--- src/rtl/onehot_decoder_stage_pkg.sv ---
// Shared definitions for the one-hot decoder stage: code width, occupancy encodings, decode helper.
package onehot_decoder_stage_pkg;

   localparam int OP_L  = 4;
   localparam int OUT_W = 2**OP_L;

   typedef enum logic [1:0] {
      EMPTY = 2'd0,
      ONE   = 2'd1,
      TWO   = 2'd2
   } occ_t;

   // Also used by the register-file write-enable and ALU select logic.
   function automatic logic [OUT_W-1:0] onehot(input logic [OP_L-1:0] code, input logic en);
      logic [OUT_W-1:0] w;
      w       = '0;
      w[code] = en;
      return w;
   endfunction

endpackage

--- src/rtl/onehot_decoder_stage_if.sv ---
// Valid/ready bus for the decoder stage: code/enable in, one-hot word and last accepted code out.
interface onehot_decoder_stage_if
   import onehot_decoder_stage_pkg::*;
#(
   parameter int op_L = OP_L
);
   logic                 in_valid;
   logic                 in_ready;
   logic [op_L-1:0]      Din;
   logic                 en;
   logic                 out_valid;
   logic                 out_ready;
   logic [2**op_L-1:0]   Dout;
   logic [op_L-1:0]      last_code;

   modport master (
      output in_valid, Din, en, out_ready,
      input  in_ready, out_valid, Dout, last_code
   );

   modport slave (
      input  in_valid, Din, en, out_ready,
      output in_ready, out_valid, Dout, last_code
   );
endinterface

--- src/rtl/onehot_decoder_stage_skid_buffer.sv ---
// 2-entry skid buffer, 1-cycle latency; in_ready is registered and drops only when both entries are full.
// Exposes the next main-entry value and load/drain strobes so a parent can keep a derived copy in step.
module onehot_decoder_stage_skid_buffer
   import onehot_decoder_stage_pkg::*;
#(
   parameter int WIDTH = OP_L + 1
) (
   input  logic             clk,
   input  logic             rst,
   input  logic             in_valid,
   output logic             in_ready,
   input  logic [WIDTH-1:0] in_dat,
   output logic             out_valid,
   input  logic             out_ready,
   output logic [WIDTH-1:0] out_dat,
   output logic             load_main,
   output logic [WIDTH-1:0] load_dat,
   output logic             drain
);
   occ_t             occ;
   logic [WIDTH-1:0] skid_q;
   logic             in_fire;
   logic             out_fire;

   assign in_fire  = in_valid & in_ready;
   assign out_fire = out_valid & out_ready;

   always_comb begin
      load_main = 1'b0;
      load_dat  = in_dat;
      drain     = 1'b0;
      case (occ)
         EMPTY: load_main = in_fire;
         ONE: begin
            load_main = in_fire & out_fire;
            drain     = out_fire & ~in_fire;
         end
         TWO: begin
            load_main = out_fire;
            load_dat  = skid_q;
         end
         default: ;
      endcase
   end

   always_ff @(posedge clk) begin
      if (rst) begin
         occ       <= EMPTY;
         in_ready  <= 1'b1;
         out_valid <= 1'b0;
         out_dat   <= '0;
         skid_q    <= '0;
      end else begin
         case (occ)
            EMPTY: if (in_fire) begin
               occ       <= ONE;
               out_valid <= 1'b1;
            end
            ONE: if (in_fire && !out_fire) begin
               occ      <= TWO;
               in_ready <= 1'b0;
               skid_q   <= in_dat;
            end else if (out_fire && !in_fire) begin
               occ       <= EMPTY;
               out_valid <= 1'b0;
            end
            TWO: if (out_fire) begin
               occ      <= ONE;
               in_ready <= 1'b1;
            end
            default: begin
               occ       <= EMPTY;
               in_ready  <= 1'b1;
               out_valid <= 1'b0;
            end
         endcase
         if (load_main) out_dat <= load_dat;
      end
   end
endmodule

--- src/rtl/onehot_decoder_stage.sv ---
// Registered binary->one-hot decoder, 1-cycle latency when the main register is empty or draining.
// Backpressure: holds Dout while stalled, absorbs one extra word in the skid, then drops registered in_ready.
module onehot_decoder_stage
   import onehot_decoder_stage_pkg::*;
#(
   parameter int op_L = OP_L
) (
   input  logic                   clk,
   input  logic                   rst,
   onehot_decoder_stage_if.slave  bus
);
   logic [op_L:0]        main_dat;
   logic [op_L:0]        load_dat;
   logic                 load_main;
   logic                 drain;
   logic                 sb_in_ready;
   logic                 sb_out_valid;
   logic [2**op_L-1:0]   dout_q;
   logic [op_L-1:0]      last_q;
   logic                 unused_en;

   onehot_decoder_stage_skid_buffer #(.WIDTH(op_L + 1)) u_skid (
      .clk       (clk),
      .rst       (rst),
      .in_valid  (bus.in_valid),
      .in_ready  (sb_in_ready),
      .in_dat    ({bus.en, bus.Din}),
      .out_valid (sb_out_valid),
      .out_ready (bus.out_ready),
      .out_dat   (main_dat),
      .load_main (load_main),
      .load_dat  (load_dat),
      .drain     (drain)
   );

   // Decode at load time so Dout comes straight from a flop.
   always_ff @(posedge clk) begin
      if (rst) begin
         dout_q <= '0;
         last_q <= '0;
      end else begin
         if (load_main)
            dout_q <= onehot(load_dat[op_L-1:0], load_dat[op_L]);
         else if (drain)
            dout_q <= '0;
         if (sb_out_valid && bus.out_ready)
            last_q <= main_dat[op_L-1:0];
      end
   end

   assign unused_en     = main_dat[op_L];
   assign bus.in_ready  = sb_in_ready;
   assign bus.out_valid = sb_out_valid;
   assign bus.Dout      = dout_q;
   assign bus.last_code = last_q;
endmodule
--- src/flat_wrapper.sv ---
// flat-port wrapper written by rule: the top's interface ports become plain ports
module onehot_decoder_stage_flat import onehot_decoder_stage_pkg::*;
#(
   parameter int op_L = OP_L
)
  (clk, rst, bus_in_valid, bus_Din, bus_en, bus_out_ready, bus_in_ready, bus_out_valid, bus_Dout, bus_last_code);
  onehot_decoder_stage_if #(.op_L(op_L)) bus_i ();
  input  logic clk;
  input  logic rst;
  input wire logic [$bits(bus_i.in_valid)-1:0] bus_in_valid;
  input wire logic [$bits(bus_i.Din)-1:0] bus_Din;
  input wire logic [$bits(bus_i.en)-1:0] bus_en;
  input wire logic [$bits(bus_i.out_ready)-1:0] bus_out_ready;
  output wire logic [$bits(bus_i.in_ready)-1:0] bus_in_ready;
  output wire logic [$bits(bus_i.out_valid)-1:0] bus_out_valid;
  output wire logic [$bits(bus_i.Dout)-1:0] bus_Dout;
  output wire logic [$bits(bus_i.last_code)-1:0] bus_last_code;
  assign bus_i.in_valid = bus_in_valid;
  assign bus_i.Din = bus_Din;
  assign bus_i.en = bus_en;
  assign bus_i.out_ready = bus_out_ready;
  assign bus_in_ready = bus_i.in_ready;
  assign bus_out_valid = bus_i.out_valid;
  assign bus_Dout = bus_i.Dout;
  assign bus_last_code = bus_i.last_code;
  onehot_decoder_stage #(.op_L(op_L)) u_core (.clk(clk), .rst(rst), .bus(bus_i));
endmodule
--- config.mk ---
export PLATFORM = sky130hd
export DESIGN_NAME = onehot_decoder_stage_flat
export DESIGN_NICKNAME = d
export VERILOG_FILES = /design/src/rtl/onehot_decoder_stage_pkg.sv /design/src/rtl/onehot_decoder_stage_if.sv /design/src/rtl/onehot_decoder_stage_skid_buffer.sv /design/src/rtl/onehot_decoder_stage.sv /design/src/flat_wrapper.sv
export SDC_FILE = /design/constraint.sdc
export NUM_CORES = 1
export LEC_CHECK = 0
export BUFFER_PORTS_ARGS = -buffer_cell sky130_fd_sc_hd__buf_2
export CAP_MARGIN = 30
export CORE_ASPECT_RATIO = 0.9
export CORE_MARGIN = 2
export CORE_UTILIZATION = 25
export CTS_BUF_LIST = sky130_fd_sc_hd__clkbuf_2
export CTS_CLUSTER_SIZE = 16
export DETAILED_ROUTE_END_ITERATION = 16
export PLACE_DENSITY = 0.52
export SYNTH_ARGS = -nofsm -noshare
export SYNTH_HDL_FRONTEND = slang
export SYNTH_HIERARCHICAL = 1
export SYNTH_SLANG_ARGS = --single-unit
export TNS_END_PERCENT = 20
--- constraint.sdc ---
create_clock -name clk -period 2.6 [get_ports clk]
set_input_delay 0.52 -clock clk [delete_from_list [all_inputs] [get_ports clk]]
set_output_delay 0.52 -clock clk [all_outputs]
set_load 0.005 [all_outputs]
==> After elaboration in Yosys (flattened, before gate mapping) <==
Index checks and enable logic that the tools add are counted.
{ "op_classes": {"bitwise": 8, "reduce_logical": 12, "magnitude_cmp": 2, "n_eq_ne": 8, "muxes": 19} }
{ "op_table": {"columns": ["cell", "count"], "rows": [
  ["$mux W16", 2],
  ["$and A16 B16 Y16", 1],
  ["$ne A2 B2 Y1 const B", 5],
  ["$pmux W1 S3", 3],
  ["$mux W2", 4],
  ["$mux W1", 7],
  ["$pmux W2 S3", 1],
  ["$reduce_and A3 Y1", 2],
  ["$lt A4 B5 Y1 const B", 1],
  ["$mux W5", 1],
  ["$and A1 B1 Y1", 4],
  ["$demux W1 S4", 1],
  ["$ge A4 B1 Y1 const B", 1],
  ["$logic_and A1 B1 Y1", 4],
  ["$reduce_and A4 Y1", 1],
  ["$ne A3 B3 Y1 const B", 1],
  ["$not A1 Y1", 3],
  ["$eq A2 B1 Y1 const B", 1],
  ["$eq A2 B2 Y1 const B", 1],
  ["$logic_not A1 Y1", 2],
  ["$logic_not A2 Y1", 1],
  ["$reduce_and A2 Y1", 1],
  ["$reduce_bool A2 Y1", 1]
]} }
{ "word_totals": {"in_bits": 9, "regBits": 33, "wordCells": 56, "out_inout_bits": 22} }

==> Logic depth before layout (Yosys ltp) <==
Gate-level depths: netlist of the first run.
{ "logic_depth": {"depth_word": 8, "depth_mapped": 6, "mapped_depth_nobuf": 5} }

==> Hierarchy <==
Netlist of the first run, hierarchy kept.
{ "by_module_without_submodules": {"columns": ["module", "n_inst", "cells_per_inst", "seq_area_each_um2", "area_per_inst_um2"], "rows": [
  ["onehot_decoder_stage", 1, 69, 400.4, 782.0],
  ["onehot_decoder_stage_skid_buffer", 1, 81, 280.3, 734.5]
]} }

==> Worst setup path before layout of the first run <==
OpenSTA, ideal clock, no wires.
{ "synth_timing": {"path_type": "register to register", "startpoint": "reg u_core.u_skid.out_valid", "endpoint": "reg u_core.dout_q[1], in the netlist u_core/bus.Dout[1]", "arrival_time_ps": 1601, "slack_ps": 881, "setup_ps": 117, "synth_period_minus_slack_ps": 1719, "n_path_buf": 1, "required_ps": 2483, "stages_incl_launch_ff": 6, "cell_sequence": "dfxtp_1 -> nand2_1 -> nor4b_1 -> nor3_4 -> buf_4 -> a32o_1"} }
{ "synth_via": {"elab_chain_len": 4, "elab_cells_between_ends": 7, "classes_between": "mux: 3; bitwise: 3; reduce/logical: 1"} }
{ "synth_lines": {"columns": ["element", "line_no", "text"], "rows": [
  ["from (decl)", "onehot_decoder_stage_skid_buffer.sv:13", "output logic out_valid,"],
  ["from (signal assigned)", "onehot_decoder_stage_skid_buffer.sv:50", "out_valid <= 1'b0;"],
  ["from (signal assigned)", "onehot_decoder_stage_skid_buffer.sv:57", "out_valid <= 1'b1;"],
  ["from (signal assigned)", "onehot_decoder_stage_skid_buffer.sv:65", "out_valid <= 1'b0;"],
  ["$and A1 B1 Y1", "onehot_decoder_stage_skid_buffer.sv:26", "assign out_fire = out_valid & out_ready;"],
  ["$and A1 B1 Y1", "onehot_decoder_stage_skid_buffer.sv:36", "drain = out_fire & ~in_fire;"],
  ["$mux W1", "onehot_decoder_stage_skid_buffer.sv:32", "case (occ)"],
  ["via u_core.drain", "onehot_decoder_stage.sv:15", "logic drain;"],
  ["$reduce_bool A2 Y1 (no source line)", null, null],
  ["to (signal assigned)", "onehot_decoder_stage.sv:43", "dout_q <= onehot(load_dat[op_L-1:0], load_dat[op_L]);"],
  ["to (decl)", "onehot_decoder_stage.sv:18", "logic [2**op_L-1:0] dout_q;"]
]} }
The timed path passes the listed nets, and every way through them passes these cells.
A chain may end at the register's enable or synchronous reset.

==> Worst setup path after layout of the first run <==
{ "layout_timing": {"startpoint": "reg u_core.u_skid.occ[0]", "endpoint": "reg u_core.dout_q[4], in the netlist u_core/bus.Dout[4]"} }
{ "layout_via": {"elab_chain_len": 8, "elab_cells_between_ends": 14, "classes_between": "order compare: 2; eq/ne: 2; mux: 6; bitwise: 1; reduce/logical: 3"} }
{ "layout_lines": {"columns": ["element", "line_no", "text"], "rows": [
  ["from (decl)", "onehot_decoder_stage_skid_buffer.sv:20", "occ_t occ;"],
  ["from (signal assigned)", "onehot_decoder_stage_skid_buffer.sv:48", "occ <= EMPTY;"],
  ["from (signal assigned)", "onehot_decoder_stage_skid_buffer.sv:56", "occ <= ONE;"],
  ["from (signal assigned)", "onehot_decoder_stage_skid_buffer.sv:60", "occ <= TWO;"],
  ["$eq A2 B2 Y1 *", "onehot_decoder_stage_skid_buffer.sv:32", null],
  ["$mux W5 *", "onehot_decoder_stage_skid_buffer.sv:32", null],
  ["via u_core.load_dat[1]", "onehot_decoder_stage.sv:13", "logic [op_L:0] load_dat;"],
  ["$lt A4 B5 Y1 (not written as such) / $ge A4 B1 Y1 (equally long branches)", "onehot_decoder_stage_pkg.sv:17", "w[code] = en;"],
  ["$logic_and A1 B1 Y1 (not written as such)", "onehot_decoder_stage_pkg.sv:17", null],
  ["$mux W1 (not written as such)", "onehot_decoder_stage_pkg.sv:17", null],
  ["$demux W1 S4 *", null, null],
  ["$and A16 B16 Y16 (no source line) *", null, null],
  ["$mux W16 *", "onehot_decoder_stage.sv:42", "if (load_main)"]
]} }
Mark *: on every way through the listed nets, which the timed path passes. The rest lies on a longest branch.

==> reports/metrics.csv, run 1 <==
metric;value;unit
final hold violation count;0;
multi-input logic area;733;um2
Setup crit end kind;flip-flop;
most common cell after layout, fill and taps aside;dfxtp_1;
WP data arrival;2350;ps
antenna diode count;0;
Final Net Count;185;
vias in the first global route;1170;
Clock power frac;35.3;%
min cycle time layout;2020;ps
Max VDD drop;0.000200;V
Slew Limit Headroom;60.8;%
final wirelength;3400;um
Slowest-stage cell, CP;dfxtp_1;
fmax;0.495;GHz
status;complete, no violations;
crit-path max cell delay;490;ps
Hold Buf Count CTS;0;
DRC;0;
Worst Hold Slack;382;ps
wire length of the first global-routing pass;6090;um
hold crit path type;primary input to flip-flop;
Rows;26;
die area;6560;um2
final setup fails;0;
total CTS buffers;5;
Fillers;607;
Sequential Power Share;46.3;%
port bufs;30;
clk buf depth;2;
Pleak;0.729;nW
setup tns final;0;ps
Switching Share;28.7;%
io pins;31;
die height;77.0;um
grt ovf;0;
CTS H-tree depth;2;
Mapped Area;1480;um2
RSZ-0062 raised after global routing;no;
initial antenna violation count;0;
Finished Cell Area;1760;um2
clock sinks;33;
fraction of layout instances using a drive strength above 1;28.2;%
P_int;0.000893;W
antenna viol nets, final;0;
Syn Area/Cell;10.1;um2
Worst setup SP type;flip-flop;
clock-pin slew on the worst setup and hold paths;190;ps
CP Cell Sequence;nand2b_1 > mux2i_1 > inv_1 > or3_1 > o2bb2ai_1;
Final Slew Violations;0;
Syn Inst Count;147;
drt wl/cell;13.8;um
area post-placement;1670;um2
Syn-to-layout area delta;18.5;%
Tcrit/Tclk final;77.7;%
first-pass iteration count of the detailed router;4;
die extent in x;85.1;um
MaxCap Viol Count;0;
via count;1220;
Fin Clk Skew;16.1;ps
GPL Wtd Cong;0.767;
net switching power;0.000360;W
core area;5690;um2
initial core utilization;26.0;%
CTS tree;built;
Crit Path Category;flip-flop to flip-flop;
DR vias/cell;4.94;
HPWL after DPL;2410;um
Reg area;661;um2
Iteration-0 DRC Markers;57;
CTS root buffer;clkbuf_2;
gr usage total;11.6;%
CP Data Required Time;2930;ps
Buf+Inv Stages, Crit Path;1;
most frequent cells in the layout;dfxtp_1, buf_2, a21oi_1, nand3_1, o2bb2ai_1;
post_cts resized;0;
clock latency on the worst-skew pair;380;ps
worst-margin pin slew;587;ps
logic gate share of total power;18.4;%
YS warnings;6;
largest net degree at the start of global routing;26;
crit-path leading delay family;simple AND/OR/NAND/NOR gates;
Worst Path Max Fanout;8;
Cell Pwr Density;714;nW/um2
setup bufs post-CTS;0;
Mapped Nets;156;
==> power by group through the flow <==
stage	clock network [W]	registers [W]	logic, W
global route	0.000485	0.000589	0.000262
detailed placement	0	0.000591	0.000231
CTS	0.000457	0.000581	0.000232
finish	0.000442	0.000580	0.000231
global placement	0	0.000592	0.000232
floorplan	0	0.000576	0.000195
==> layout make-up <==
cell class	instances	share of cell area, %
Clock buffer	5	1.43
Inverter	7	1.50
Multi-Input combinational cell	98	41.8
Clock inverter	3	3.71
Timing Repair Buffer	31	8.98
Tap cell	70	4.99
Sequential cell	33	37.6
==> through the flow <==
stage,total power (W),utilization (%),instances,worst slack [ps]
final,0.00125,30.8,247,581
after global routing,0.00134,30.8,247,365
after CTS,0.00127,30.8,247,557
after detailed placement,0.000822,29.3,239,521
after global placement,0.000823,29.3,239,560
after floorplan,0.000771,-,147,881
==> per-layer routing <==
| layer | share of wire [%] | up-vias | track usage [%] |
|---|---|---|---|
| met5 | 0 | - | 0 |
| met4 | 1.9 | 0 | 4.76 |
| met3 | 3.5 | 6 | 3.77 |
| met2 | 40 | 27 | 15.7 |
| met1 | 55 | 568 | 16.8 |
| li1 | - | 619 | - |
==> final timing paths <==
check                           depth (start not counted)                                   end                              start  slack [ps]
worst max-delay path                                    5       u_core/bus.Dout[4]$_SDFFE_PP0P_  u_core/u_skid/occ[0]$_SDFFE_PP0P_         580
worst min-delay path                                    3  u_core/u_skid/skid_q[4]$_SDFFE_PP0P_                             bus_en         380
worst max register to register                          5       u_core/bus.Dout[4]$_SDFFE_PP0P_  u_core/u_skid/occ[0]$_SDFFE_PP0P_         580
worst min register to register                          1       u_core/bus.Dout[7]$_SDFFE_PP0P_    u_core/bus.Dout[7]$_SDFFE_PP0P_         480
==> worst min-delay path, stage by stage <==
cell	delay [ps]
buf_2	110
nand3_1	60
a21oi_1	50
==> state kept, by name, indices dropped and copies added, names as in the netlist <==
name / count
u_core/bus.Dout: 16
u_core/u_skid/skid_q: 5
u_core/bus.last_code: 4
u_core/u_skid/out_dat: 4
u_core/u_skid/occ: 2
u_core/u_skid/in_ready: 1
u_core/u_skid/out_valid: 1
Note: power is estimated with default switching activity, not from simulation.
==> inputs of run 2 (changes only) <==
==> constraint.sdc (replaced) <==
create_clock -name clk -period 2.08 [get_ports clk]
set_input_delay 0.416 -clock clk [delete_from_list [all_inputs] [get_ports clk]]
set_output_delay 0.416 -clock clk [all_outputs]
set_load 0.005 [all_outputs]
==> reports/metrics.csv, run 2 (synthesis results as in run 1) <==
metric;value;unit;change
final hold violation count;0;;unchanged
most common cell after layout, fill and taps aside;dfxtp_1;;
Worst Path Max Fanout;8;;unchanged
CP Cell Sequence;nand2b_2 > mux2i_1 > inv_1 > or3_1 > o2bb2ai_1;;
RSZ-0062 raised after global routing;no;;
fmax;0.525;GHz;+6.0%
port bufs;30;;unchanged
Tcrit/Tclk final;91.6;%;+14 points
clock-pin slew on the worst setup and hold paths;170;ps;-20 ps
DRC;0;;unchanged
Pleak;0.745;nW;+2.2%
fraction of layout instances using a drive strength above 1;31.9;%;+3.6 points
largest net degree at the start of global routing;19;;-27%
Slowest-stage cell, CP;dfxtp_1;;
Slew Limit Headroom;75.9;%;+15 points
number of flip-flops in the largest register;16;;unchanged
Final Slew Violations;0;;unchanged
DR vias/cell;4.88;;-1.2%
wire length of the first global-routing pass;6070;um;-0.21%
MaxCap Viol Count;0;;unchanged
clk buf depth;2;;unchanged
final setup fails;0;;unchanged
die height;77.0;um;unchanged
final wirelength;3510;um;+3.0%
worst-margin pin slew;362;ps;-225 ps
core area;5690;um2;unchanged
min cycle time layout;1910;ps;-114 ps
Iteration-0 DRC Markers;121;;+110%
Power Total;0.00136;W;+8.4%
Buf+Inv Stages, Crit Path;1;;unchanged
io pins;31;;unchanged
clock sinks;33;;unchanged
setup bufs post-CTS;0;;unchanged
die extent in x;85.1;um;unchanged
WP data arrival;2220;ps;-130 ps
Worst setup SP type;flip-flop;;
CTS tree;built;;
initial antenna violation count;0;;unchanged
first-pass iteration count of the detailed router;4;;unchanged
Fin Clk Skew;12.9;ps;-3.17 ps
total CTS buffers;5;;unchanged
status;complete, no violations;;
HPWL after DPL;2540;um;+5.6%
Max VDD drop;0.000187;V;-6.9%
CTS H-tree depth;2;;unchanged
most frequent cells in the layout;dfxtp_1, buf_2, a21oi_1, nand3_1;;
hold crit path type;primary input to flip-flop;;
Final Net Count;193;;+4.3%
via count;1244;;+2.0%
grt ovf;0;;unchanged
crit-path leading delay family;simple AND/OR/NAND/NOR gates;;
CTS root buffer;clkbuf_2;;
Hold Buf Count CTS;0;;unchanged
GPL Wtd Cong;0.769;;+0.30%
Crit Path Category;flip-flop to flip-flop;;
initial core utilization;26.0;%;unchanged
crit-path max cell delay;460;ps;-30 ps
antenna viol nets, final;0;;unchanged
Setup crit end kind;flip-flop;;
Fillers;624;;+2.8%
antenna diode count;0;;unchanged
gr usage total;11.7;%;+0.084 points
Syn-to-layout area delta;19.5;%;
clock latency on the worst-skew pair;370;ps;about the same
vias in the first global route;1206;;+3.1%
Rows;26;;unchanged
Cell Pwr Density;767;nW/um2;+7.5%
drt wl/cell;13.7;um;-0.20%
setup tns final;0;ps;unchanged
CP Data Required Time;2390;ps;-540 ps
die area;6560;um2;unchanged
## run 2: cell types whose count changed in the layout (fill, tap and decap cells not counted)
| cell | previous run | this run |
|---|---|---|
| bufinv_16 | 2 | 0 |
| clkinvlp_4 | 0 | 1 |
| nand2b_1 | 1 | 0 |
| buf_4 | 1 | 9 |
| nand2b_2 | 0 | 1 |
| clkinv_2 | 1 | 2 |
## run 2: cell type report
type,count,area (um2),area share [%]
Clock buffer,5,25.0,1.41
Clock inverter,3,17.5,0.989
Inverter,7,26.3,1.48
Multi-Input combinational cell,98,736,41.6
Sequential cell,33,661,37.3
Tap cell,70,87.6,4.95
Timing Repair Buffer,39,218,12.3
## run 2: path summary, 6_finish.rpt
path                                           from                                   end  slack [ps]  cells past startpoint
hold / removal                           bus_Din[0]  u_core/u_skid/skid_q[0]$_SDFFE_PP0P_         290                      3
setup reg to reg  u_core/u_skid/occ[0]$_SDFFE_PP0P_       u_core/bus.Dout[4]$_SDFFE_PP0P_         170                      5
setup / recovery  u_core/u_skid/occ[0]$_SDFFE_PP0P_       u_core/bus.Dout[4]$_SDFFE_PP0P_         170                      5
hold reg to reg     u_core/bus.Dout[7]$_SDFFE_PP0P_       u_core/bus.Dout[7]$_SDFFE_PP0P_         480                      1
## run 2: per-stage QoR
step / cells / worst slack [ps] / utilization [%] / hold WS [ps] / area (um2)
floorplan: 147 / 361 / - / 441 / 1480
global placement: 247 / 122 / 30.3 / 450 / 1730
detailed placement: 247 / 123 / 30.3 / 445 / 1730
CTS: 255 / 93.1 / 31.1 / 254 / 1770
global route: 255 / 13.8 / 31.1 / 221 / 1770
finish: 255 / 175 / 31.1 / 291 / 1770
## run 2: where the power goes
group	leakage [nW]	internal, W	switching, W
registers	0.268	0.000675	0.0000310
logic	0.448	0.000145	0.000201
clock network	0.0287	0.0000785	0.000227
total	0.745	0.000899	0.000459
## run 2: routing by layer
metal  track usage [%]  vias to the layer above  share of wire [%]
met2              15.9                       36                 41
met5                 0                        -                  0
li1                  -                      632                  -
met1              16.5                      574                 51
met3              4.41                        2                6.4
met4              4.76                        0                1.2
## run 2: worst register-to-register path: cells and delay by family, from the launching register on
| family | cells | cell delay (ps) |
|---|---|---|
| AO/OA/AOI/OAI | 1 | 160 |
| buffers and inverters | 1 | 190 |
| flip-flops | 1 | 460 |
| multiplexers | 1 | 320 |
| AND/OR/NAND/NOR | 2 | 730 |
## run 2: repair_timing
action	CTS	global route
endpoints found under the hold margin	0	0
gates resized for setup	0	1
endpoints found under the setup margin	0	3
==> inputs of run 3 (changes only) <==
--- a/config.mk
+++ b/config.mk
@@ -5,6 +5,7 @@
 export SDC_FILE = /design/constraint.sdc
 export NUM_CORES = 1
 export LEC_CHECK = 0
+export ABC_AREA = 1
 export BUFFER_PORTS_ARGS = -buffer_cell sky130_fd_sc_hd__buf_2
 export CAP_MARGIN = 30
 export CORE_ASPECT_RATIO = 0.9
==> reports/metrics.csv, run 3 <==
metric;value;unit;change
status;complete, no violations;;
CP Cell Sequence;inv_2 > nand2_1 > nand2_1 > nand2_1 > inv_2 > nor2_4 > nand2_1 > a21oi_1;;
core area;5350;um2;-6.0%
Max VDD drop;0.000189;V;+1.4%
Finished Cell Area;1660;um2;-6.4%
crit-path max cell delay;400;ps;-60 ps
Worst Path Max Fanout;16;;+8
Setup crit end kind;flip-flop;;
WP data arrival;2100;ps;-120 ps
DRC;0;;unchanged
GPL Wtd Cong;0.745;;-3.2%
initial core utilization;26.5;%;+0.43 points
Mapped Area;1420;um2;-4.5%
antenna diode count;0;;unchanged
final setup fails;0;;unchanged
Slew Limit Headroom;74.7;%;-1.2 points
wire length of the first global-routing pass;5620;um;-7.4%
YS warnings;6;;unchanged
port bufs;30;;unchanged
clock latency on the worst-skew pair;370;ps;about the same
die extent in x;83.3;um;-2.2%
CTS tree;built;;
CTS H-tree depth;2;;unchanged
fmax;0.561;GHz;+7.0%
Mapped Nets;215;;+38%
Slowest-stage cell, CP;dfxtp_1;;
Sequential Power Share;56.5;%;+4.5 points
clock sinks;33;;unchanged
grt ovf;0;;unchanged
Switching Share;32.6;%;-1.2 points
RSZ-0062 raised after global routing;no;;
clock-pin slew on the worst setup and hold paths;170;ps;about the same
Tcrit/Tclk final;85.6;%;-6.0 points
post_cts resized;0;;unchanged
drt wl/cell;11.0;um;-20%
first-pass iteration count of the detailed router;4;;unchanged
fraction of layout instances using a drive strength above 1;20.1;%;-12 points
largest net degree at the start of global routing;18;;-1
Final Slew Violations;0;;unchanged
number of flip-flops in the largest register;16;;unchanged
net switching power;0.000393;W;-14%
logic gate share of total power;18.2;%;-7.3 points
worst-margin pin slew;376;ps;+14.5 ps
Worst setup SP type;flip-flop;;
io pins;31;;unchanged
final wirelength;3370;um;-3.8%
Syn-to-layout area delta;17.2;%;
total CTS buffers;5;;unchanged
Clock power frac;25.3;%;+2.8 points
FF-to-FF setup slack;300;ps;+120 ps
die area;6280;um2;-4.3%
most frequent cells in the layout;nand2_1, dfxtp_1, buf_2, a21oi_1, nand3_1;;
DR vias/cell;4.40;;-9.8%
HPWL after DPL;2480;um;-2.3%
hold crit path type;primary input to flip-flop;;
P_int;0.000814;W;-9.4%
die height;75.4;um;-2.1%
Fin Clk Skew;4.77;ps;-8.12 ps
setup tns final;0;ps;unchanged
area post-placement;1620;um2;-6.2%
crit-path leading delay family;simple AND/OR/NAND/NOR gates;;
Rows;25;;-3.8%
min cycle time layout;1780;ps;-124 ps
setup bufs post-CTS;0;;unchanged
Crit Path Category;flip-flop to flip-flop;;
Final Net Count;247;;+28%
Syn Inst Count;206;;+40%
initial antenna violation count;0;;unchanged
clk buf depth;2;;unchanged
vias in the first global route;1193;;-1.1%
gr usage total;11.4;%;-0.33 points
CTS root buffer;clkbuf_2;;
Worst Hold Slack;301;ps;+10.3 ps
via count;1347;;+8.3%
Syn Area/Cell;6.87;um2;-32%
Pleak;0.795;nW;+6.8%
Iteration-0 DRC Markers;65;;-46%
Buf+Inv Stages, Crit Path;2;;+1
final hold violation count;0;;unchanged
most common cell after layout, fill and taps aside;nand2_1;;
antenna viol nets, final;0;;unchanged
MaxCap Viol Count;0;;unchanged
Cell Pwr Density;728;nW/um2;-5.1%
CP Data Required Time;2400;ps;about the same
Hold Buf Count CTS;0;;unchanged
Crit path top cell by count;nand2_1;;
run 3: final timing paths:
check                           cells after the start                            startpoint                              endpoint
worst max-delay path                                8     u_core/u_skid/occ[0]$_SDFFE_PP0P_       u_core/bus.Dout[6]$_SDFFE_PP0P_
worst min-delay path                                3                            bus_Din[0]  u_core/u_skid/skid_q[0]$_SDFFE_PP0P_
worst max register to register                      8     u_core/u_skid/occ[0]$_SDFFE_PP0P_       u_core/bus.Dout[6]$_SDFFE_PP0P_
worst min register to register                      2  u_core/bus.last_code[0]$_SDFFE_PP0P_  u_core/bus.last_code[0]$_SDFFE_PP0P_
run 3: area by class of cell:
type	instances	area (um2)
fill	623	3690
sequential	33	661
multi-input combinational	141	618
timing repair buffer	31	158
inverter	26	97.6
tap	67	83.8
clock buffer	6	30.0
clock inverter	2	10.0
run 3: power by group through the flow:
stage	logic [W]	clock network (W)	registers (W)
after floorplan	0.000173	0	0.000693
after global placement	0.000220	0	0.000696
after detailed placement	0.000221	0	0.000696
after CTS	0.000222	0.000320	0.000683
after global routing	0.000257	0.000349	0.000687
final	0.000220	0.000305	0.000682
run 3: per-stage QoR:
step	power [W]	worst slack, ps	util [%]	instances
finish	0.00121	299	31.0	306
global route	0.00129	24.6	31.0	306
CTS	0.00123	301	31.0	306
detailed placement	0.000917	338	30.2	298
global placement	0.000916	339	30.2	298
floorplan	0.000866	697	-	206
run 3: metal layers:
metal / up-vias / routed length, um / track usage (%)
met3: 4 / 174 / 3.90
met1: 595 / 1760 / 16.1
met4: 0 / 66 / 5.46
li1: 715 / - / -
met5: - / 0 / 0
met2: 33 / 1370 / 15.5
run 3: worst register-to-register path, cell delays in order, from the launching register on:
cell and delay (ps):
dfxtp_1 400, inv_2 80, nand2_1 280, nand2_1 160, nand2_1 140, inv_2 90
nor2_4 320, nand2_1 90, a21oi_1 160
